[src/rtl/mouse_receiver_pkg.sv]
`default_nettype none
// ---------------------------------------------------------------------------
// mouse_receiver_pkg : shared FSM encoding, error-bit positions, timeout default
// Revision 1.0
// ---------------------------------------------------------------------------
package mouse_receiver_pkg;

  typedef enum logic [2:0] {
    IDLE   = 3'd0,
    DATA   = 3'd1,
    PARITY = 3'd2,
    STOP   = 3'd3,
    DONE   = 3'd4
  } state_t;

  localparam int PARITY_ERR             = 0;
  localparam int STOP_ERR               = 1;
  localparam int TIMEOUT_CYCLES_DEFAULT = 50000;

  // PS/2 uses odd parity: data bits plus parity bit must hold an odd number of ones.
  function automatic logic parity_violated(input logic [7:0] data, input logic par);
    return ~(^data ^ par);
  endfunction

endpackage
`default_nettype wire

[src/rtl/ps2_edge_sync.sv]
`default_nettype none
// ---------------------------------------------------------------------------
// ps2_edge_sync : 2-flop synchronisers for PS/2 clock and data, clock fall detect
// Revision 1.0
// ---------------------------------------------------------------------------
module ps2_edge_sync (
  input  logic clk,
  input  logic rst,
  input  logic ps2_clk,
  input  logic ps2_data,
  output logic data_sync,
  output logic clk_fall
);

  logic [1:0] r_clk_sync;
  logic [1:0] r_data_sync;
  logic       r_clk_prev;

  // Reset to the idle-bus level so release never fakes a falling edge.
  always_ff @(posedge clk or posedge rst) begin
    if (rst) begin
      r_clk_sync  <= 2'b11;
      r_data_sync <= 2'b11;
      r_clk_prev  <= 1'b1;
    end else begin
      r_clk_sync  <= {r_clk_sync[0], ps2_clk};
      r_data_sync <= {r_data_sync[0], ps2_data};
      r_clk_prev  <= r_clk_sync[1];
    end
  end

  assign data_sync = r_data_sync[1];
  assign clk_fall  = r_clk_prev & ~r_clk_sync[1];

endmodule
`default_nettype wire

[src/rtl/mouse_receiver.sv]
`default_nettype none
// ---------------------------------------------------------------------------
// mouse_receiver : PS/2 device-to-host frame receiver with parity/stop checks
// Revision 1.0
// ---------------------------------------------------------------------------
module mouse_receiver
  import mouse_receiver_pkg::*;
#(
  parameter int TIMEOUT_CYCLES = TIMEOUT_CYCLES_DEFAULT
) (
  input  logic       CLK,
  input  logic       RESET,
  input  logic       CLK_MOUSE_IN,
  input  logic       DATA_MOUSE_IN,
  input  logic       READ_ENABLE,
  output logic [7:0] BYTE_READ,
  output logic [1:0] BYTE_ERROR_CODE,
  output logic       BYTE_READY
);

  localparam int CW = $clog2(TIMEOUT_CYCLES + 1);

  state_t          r_state;
  logic [2:0]      r_bit_cnt;
  logic [CW-1:0]   r_timeout;
  logic [7:0]      r_shift;
  logic [1:0]      r_err;

  logic            w_data;
  logic            w_fall;
  logic            w_timeout;

  ps2_edge_sync u_sync (
    .clk       (CLK),
    .rst       (RESET),
    .ps2_clk   (CLK_MOUSE_IN),
    .ps2_data  (DATA_MOUSE_IN),
    .data_sync (w_data),
    .clk_fall  (w_fall)
  );

  assign w_timeout = (r_timeout == CW'(TIMEOUT_CYCLES));

  always_ff @(posedge CLK or posedge RESET) begin
    if (RESET) begin
      r_state         <= IDLE;
      r_bit_cnt       <= 3'd0;
      r_timeout       <= '0;
      r_shift         <= 8'h00;
      r_err           <= 2'b00;
      BYTE_READ       <= 8'h00;
      BYTE_ERROR_CODE <= 2'b00;
      BYTE_READY      <= 1'b0;
    end else begin
      BYTE_READY <= 1'b0;

      if (r_state == IDLE || w_fall)
        r_timeout <= '0;
      else
        r_timeout <= r_timeout + CW'(1);

      // Losing the bus to the transmitter discards whatever was in flight.
      if (!READ_ENABLE) begin
        r_state <= IDLE;
      end else begin
        case (r_state)
          IDLE: begin
            if (w_fall && !w_data) begin
              r_state   <= DATA;
              r_bit_cnt <= 3'd0;
              r_err     <= 2'b00;
            end
          end
          DATA: begin
            if (w_fall) begin
              r_shift   <= {w_data, r_shift[7:1]};
              r_bit_cnt <= r_bit_cnt + 3'd1;
              if (r_bit_cnt == 3'd7)
                r_state <= PARITY;
            end else if (w_timeout) begin
              r_state <= IDLE;
            end
          end
          PARITY: begin
            if (w_fall) begin
              r_err[PARITY_ERR] <= parity_violated(r_shift, w_data);
              r_state           <= STOP;
            end else if (w_timeout) begin
              r_state <= IDLE;
            end
          end
          STOP: begin
            if (w_fall) begin
              r_err[STOP_ERR] <= ~w_data;
              r_state         <= DONE;
            end else if (w_timeout) begin
              r_state <= IDLE;
            end
          end
          DONE: begin
            BYTE_READ       <= r_shift;
            BYTE_ERROR_CODE <= r_err;
            BYTE_READY      <= 1'b1;
            r_state         <= IDLE;
          end
          default: r_state <= IDLE;
        endcase
      end
    end
  end

endmodule
`default_nettype wire

[config.mk]
export PLATFORM = sky130hd
export DESIGN_NAME = mouse_receiver
export DESIGN_NICKNAME = d
export VERILOG_FILES = /design/src/rtl/mouse_receiver_pkg.sv /design/src/rtl/ps2_edge_sync.sv /design/src/rtl/mouse_receiver.sv
export SDC_FILE = /design/constraint.sdc
export NUM_CORES = 1
export LEC_CHECK = 0
export CELL_PAD_IN_SITES_DETAIL_PLACEMENT = 1
export CELL_PAD_IN_SITES_GLOBAL_PLACEMENT = 1
export CORE_AREA = 2 2 72 74
export CTS_CLUSTER_DIAMETER = 100
export DETAILED_ROUTE_END_ITERATION = 16
export DIE_AREA = 0 0 74 76
export PLACE_DENSITY_LB_ADDON = 0.05
export SLEW_MARGIN = 10
export SYNTH_ARGS = -nofsm -noshare
export SYNTH_HDL_FRONTEND = slang
export SYNTH_HIERARCHICAL = 1
export SYNTH_SLANG_ARGS = --single-unit
[constraint.sdc]
create_clock -name CLK -period 4.9 [get_ports CLK]
set_input_delay 0.98 -clock CLK [delete_from_list [all_inputs] [get_ports CLK]]
set_output_delay 0.98 -clock CLK [all_outputs]
set_load 0.05 [all_outputs]
==> run metrics <==
syn_nets=roughly 200; cell area after layout=around 0.0025 sq mm; Worst EP required=approximately 4000 ps; post-cts repair resize count=0; initial DRC count=80; NumNets Final=between 200 and 250; combinational group share of total power=0.083; Syn Inst Count=between 150 and 200; remaining antenna violation count=0; relative slew slack=0.255; antenna violations before repair=0; largest family of logic cells by synthesized area=simple AND/OR/NAND/NOR gates; #FFs+latches synth=48; run status=finished clean; Max clock buf depth=2; Distinct cells, synth=40; WL per Instance=14.5 microns; Max Fclk=410 MHz; hold-critical path depth=0; Fillers=between 500 and 600; hold buffer count at cts=0; layout cells sized above 1=0.184; Hold WS=between 300 and 400 ps; Clk pwr share=0.379; Post-CTS Setup Inserts=0; adder-cell share of the synthesized area=0.0229; PwrDens=315 mW/mm^2; total grt overflow=0; post-DP HPWL=~3.0 mm; synthesized area=between 0.002 and 0.0025 sq mm; Inserted Clock Buffers=5; Die Wd=roughly 74 microns; DIE AREA=about 0.0056 sq mm; Synth Area in Compound Gates=0.0680; Final Skew=roughly 4.7 ps; Placer Congestion=about 0.75; r2r startpoint=u_sync/r_clk_prev$_DFF_PP1_; Crit Path Max Fanout=2; n_diodes=0; DRT Wirelength=around 4.0 mm; Clk pin slew, worst setup/hold paths=around 80 ps; FF-to-FF End=r_shift[4]$_DFFE_PP0P_; vias in the first global route=1480; CP max stage cell=clkdlybuf4s50_1; Max Cap Viol=0; DRC violations left=0; Final Hold Fails=0; Area Growth Syn to Fin=16.2%; Pre-antenna DRT Iters=4; Setup TNS Final=0 ps; Hold Path Sink=u_sync/r_data_sync[1]$_DFF_PP1_; final setup violation count=0; Starting Density=0.446; maximum number of pins on one net before global-route repair=44; crit path cell chain=clkdlybuf4s50_1; HP Class=flop to flop; Clk Latency, worst-skew pair=slightly below 300 ps; Max H-tree Level=2; VDD IR max=between 0.0001 and 0.00015 V; mux contribution to synthesized area=0.0926; Tot GR Track Use=0.168; XOR/XNOR Fraction of Synth Area=0.0863; Worst setup SP type=flop; CTS tree=yes; Critical Path End Type=output port; net switching power=175 uW; Internal=between 600 and 700 uW; sw frac=0.219; Seq/Total Area, Yosys=0.551; num rows=26; family with the most delay on the worst path=buffers and inverters; R2R setup slack=slightly below 3000 ps; wire length of the first global-routing pass=7.23 mm; fin crit share=0.498; synthesis warning total=6; crit path time final=2440 ps; worst slew pin tran=approximately 1100 ps; Avg Synthesized Cell Area=~12 sq um; Largest stage delay, worst path=800 ps; IO Count=16; CTS root buf=clkbuf_8; critical hold path startpoint=u_sync/r_data_sync[0]$_DFF_PP1_; R2R cell count=4; DIE HEIGHT=between 70 and 80 microns; RSZ-0062 raised after global routing=no; Crit Path Class=flop to output port; WP buf/inv=1; core area=between 0.004 and 0.005 sq mm; placed cell area=about 0.0024 sq mm; leakage power=between 1 and 1.5 nW; Synth Area in Simple Gates=0.147; Via Count=about 1400; sequential share of power=0.538; via-per-instance ratio=between 5 and 6; commonest cells after routing, fill and taps aside=43 x dfrtp_1, 18 x mux2_2, 17 x nor2_1; # clock sinks=48; max-slew violations=0; Tot Pwr=about 800 uW; commonest non-fill, non-tap cell in the layout=dfrtp_1; WP data arrival=around 1500 ps; Port Buffers=15
[per-layer routing]
layer  GRT usage  part of all wire
met5           0                 0
met4      0.0545             0.015
met3      0.0397             0.025
met2       0.282              0.52
met1       0.209              0.44
[how the worst max path moves through the flow]
stage	cells after the start	slack, ps	endpoint	from
after floorplan	4	2900	r_shift[0]$_DFFE_PP0P_	READ_ENABLE
after global placement	4	2270	r_shift[0]$_DFFE_PP0P_	READ_ENABLE
after detailed placement	4	2180	r_shift[4]$_DFFE_PP0P_	READ_ENABLE
after CTS	1	2440	BYTE_READ[5]	BYTE_READ[5]$_DFFE_PP0P_
after global routing	4	2370	r_shift[4]$_DFFE_PP0P_	READ_ENABLE
final	1	2460	BYTE_ERROR_CODE[0]	BYTE_ERROR_CODE[0]$_DFFE_PP0P_
[power groups by stage]
| stage | logic (mW) | registers [mW] | clock network (mW) |
|---|---|---|---|
| final | 0.0666 | 0.431 | 0.303 |
| after global routing | 0.0781 | 0.435 | 0.335 |
| after CTS | 0.0692 | 0.431 | 0.316 |
| after detailed placement | 0.0688 | 0.438 | 0 |
| after global placement | 0.0636 | 0.438 | 0 |
| after floorplan | 0.0543 | 0.431 | 0 |
[synth_stat cells]
cell type  count  area, sq um
a211oi_1       1         7.51
a21oi_1        5         25.0
a22o_1         3         26.3
a31oi_1        2         12.5
and3_1         1         6.26
and3_2         1         7.51
and3b_1        2         17.5
and4_1         1         8.76
and4_4         1         11.3
and4b_1        1         10.0
buf_2          5         25.0
dfrtp_1       43         1080
dfstp_2        5          131
ha_1           4         50.1
inv_1         12         45.0
mux2_2        18          203
nand2_1        7         26.3
nand2_2        1         6.26
nand3_1        7         35.0
nand4_1        5         31.3
nor2_1        17         63.8
nor2b_1        2         12.5
nor2b_4        1         13.8
nor3_1         2         10.0
nor4_1         5         31.3
nor4bb_1       1         10.0
o2111ai_1      1         8.76
o21ai_0        2         10.0
o21bai_1       1         7.51
o22ai_1        1         6.26
o31ai_1        2         15.0
o31ai_2        1         12.5
o32ai_1        1         8.76
o41ai_1        1         8.76
or2_0          1         6.26
or3_1          1         6.26
or4_1          1         7.51
xnor2_1       12          105
xnor3_1        1         22.5
xor2_1         7         61.3
[through the flow]
step | setup slack (ps) | utilization | instances
final | 2460 | 0.518 | 276
after global routing | 2370 | 0.518 | 276
after CTS | 2440 | 0.518 | 276
after detailed placement | 2180 | 0.492 | 268
after global placement | 2270 | 0.492 | 268
after floorplan | 2900 | - | 186
[layout make-up]
type / count / area (sq um) / share of cell area
clock inverters: 1 / 30.0 / 0.0118
multi-input cells: 121 / 912 / 0.359
inverters: 12 / 45.0 / 0.0177
flip-flops and latches: 48 / 1210 / 0.475
well taps: 70 / 87.6 / 0.0344
clock buffers: 7 / 96.3 / 0.0379
repair buffers: 17 / 165 / 0.0649
[logic make-up (layout without fill, tap and decap cells)]
| family | after synthesis | count (layout) |
|---|---|---|
| AOI/OAI and AO/OA | 21 | 21 |
| xor gates and xnor gates | 20 | 20 |
| adders and majority gates | 4 | 4 |
| buffers and inverters | 17 | 37 |
| DFF | 48 | 48 |
| muxes | 18 | 18 |
| and+or+nand+nor | 58 | 58 |
[registers in the layout (all words and copies together) (netlist names), 2 cells and up]
signal              flops
r_timeout              16
r_shift                 8
r_bit_cnt               3
r_err                   2
BYTE_ERROR_CODE         2
r_state                 3
u_sync/r_clk_sync       2
BYTE_READ               8
u_sync/r_data_sync      2
[worst register-to-register path: cells and delay by family (launching register included)]
kind	cells	cell delay, ps
AND/OR/NAND/NOR	3	910
flip-flops	1	520
multiplexers	1	400
Note: power is estimated with default switching activity, not from simulation.
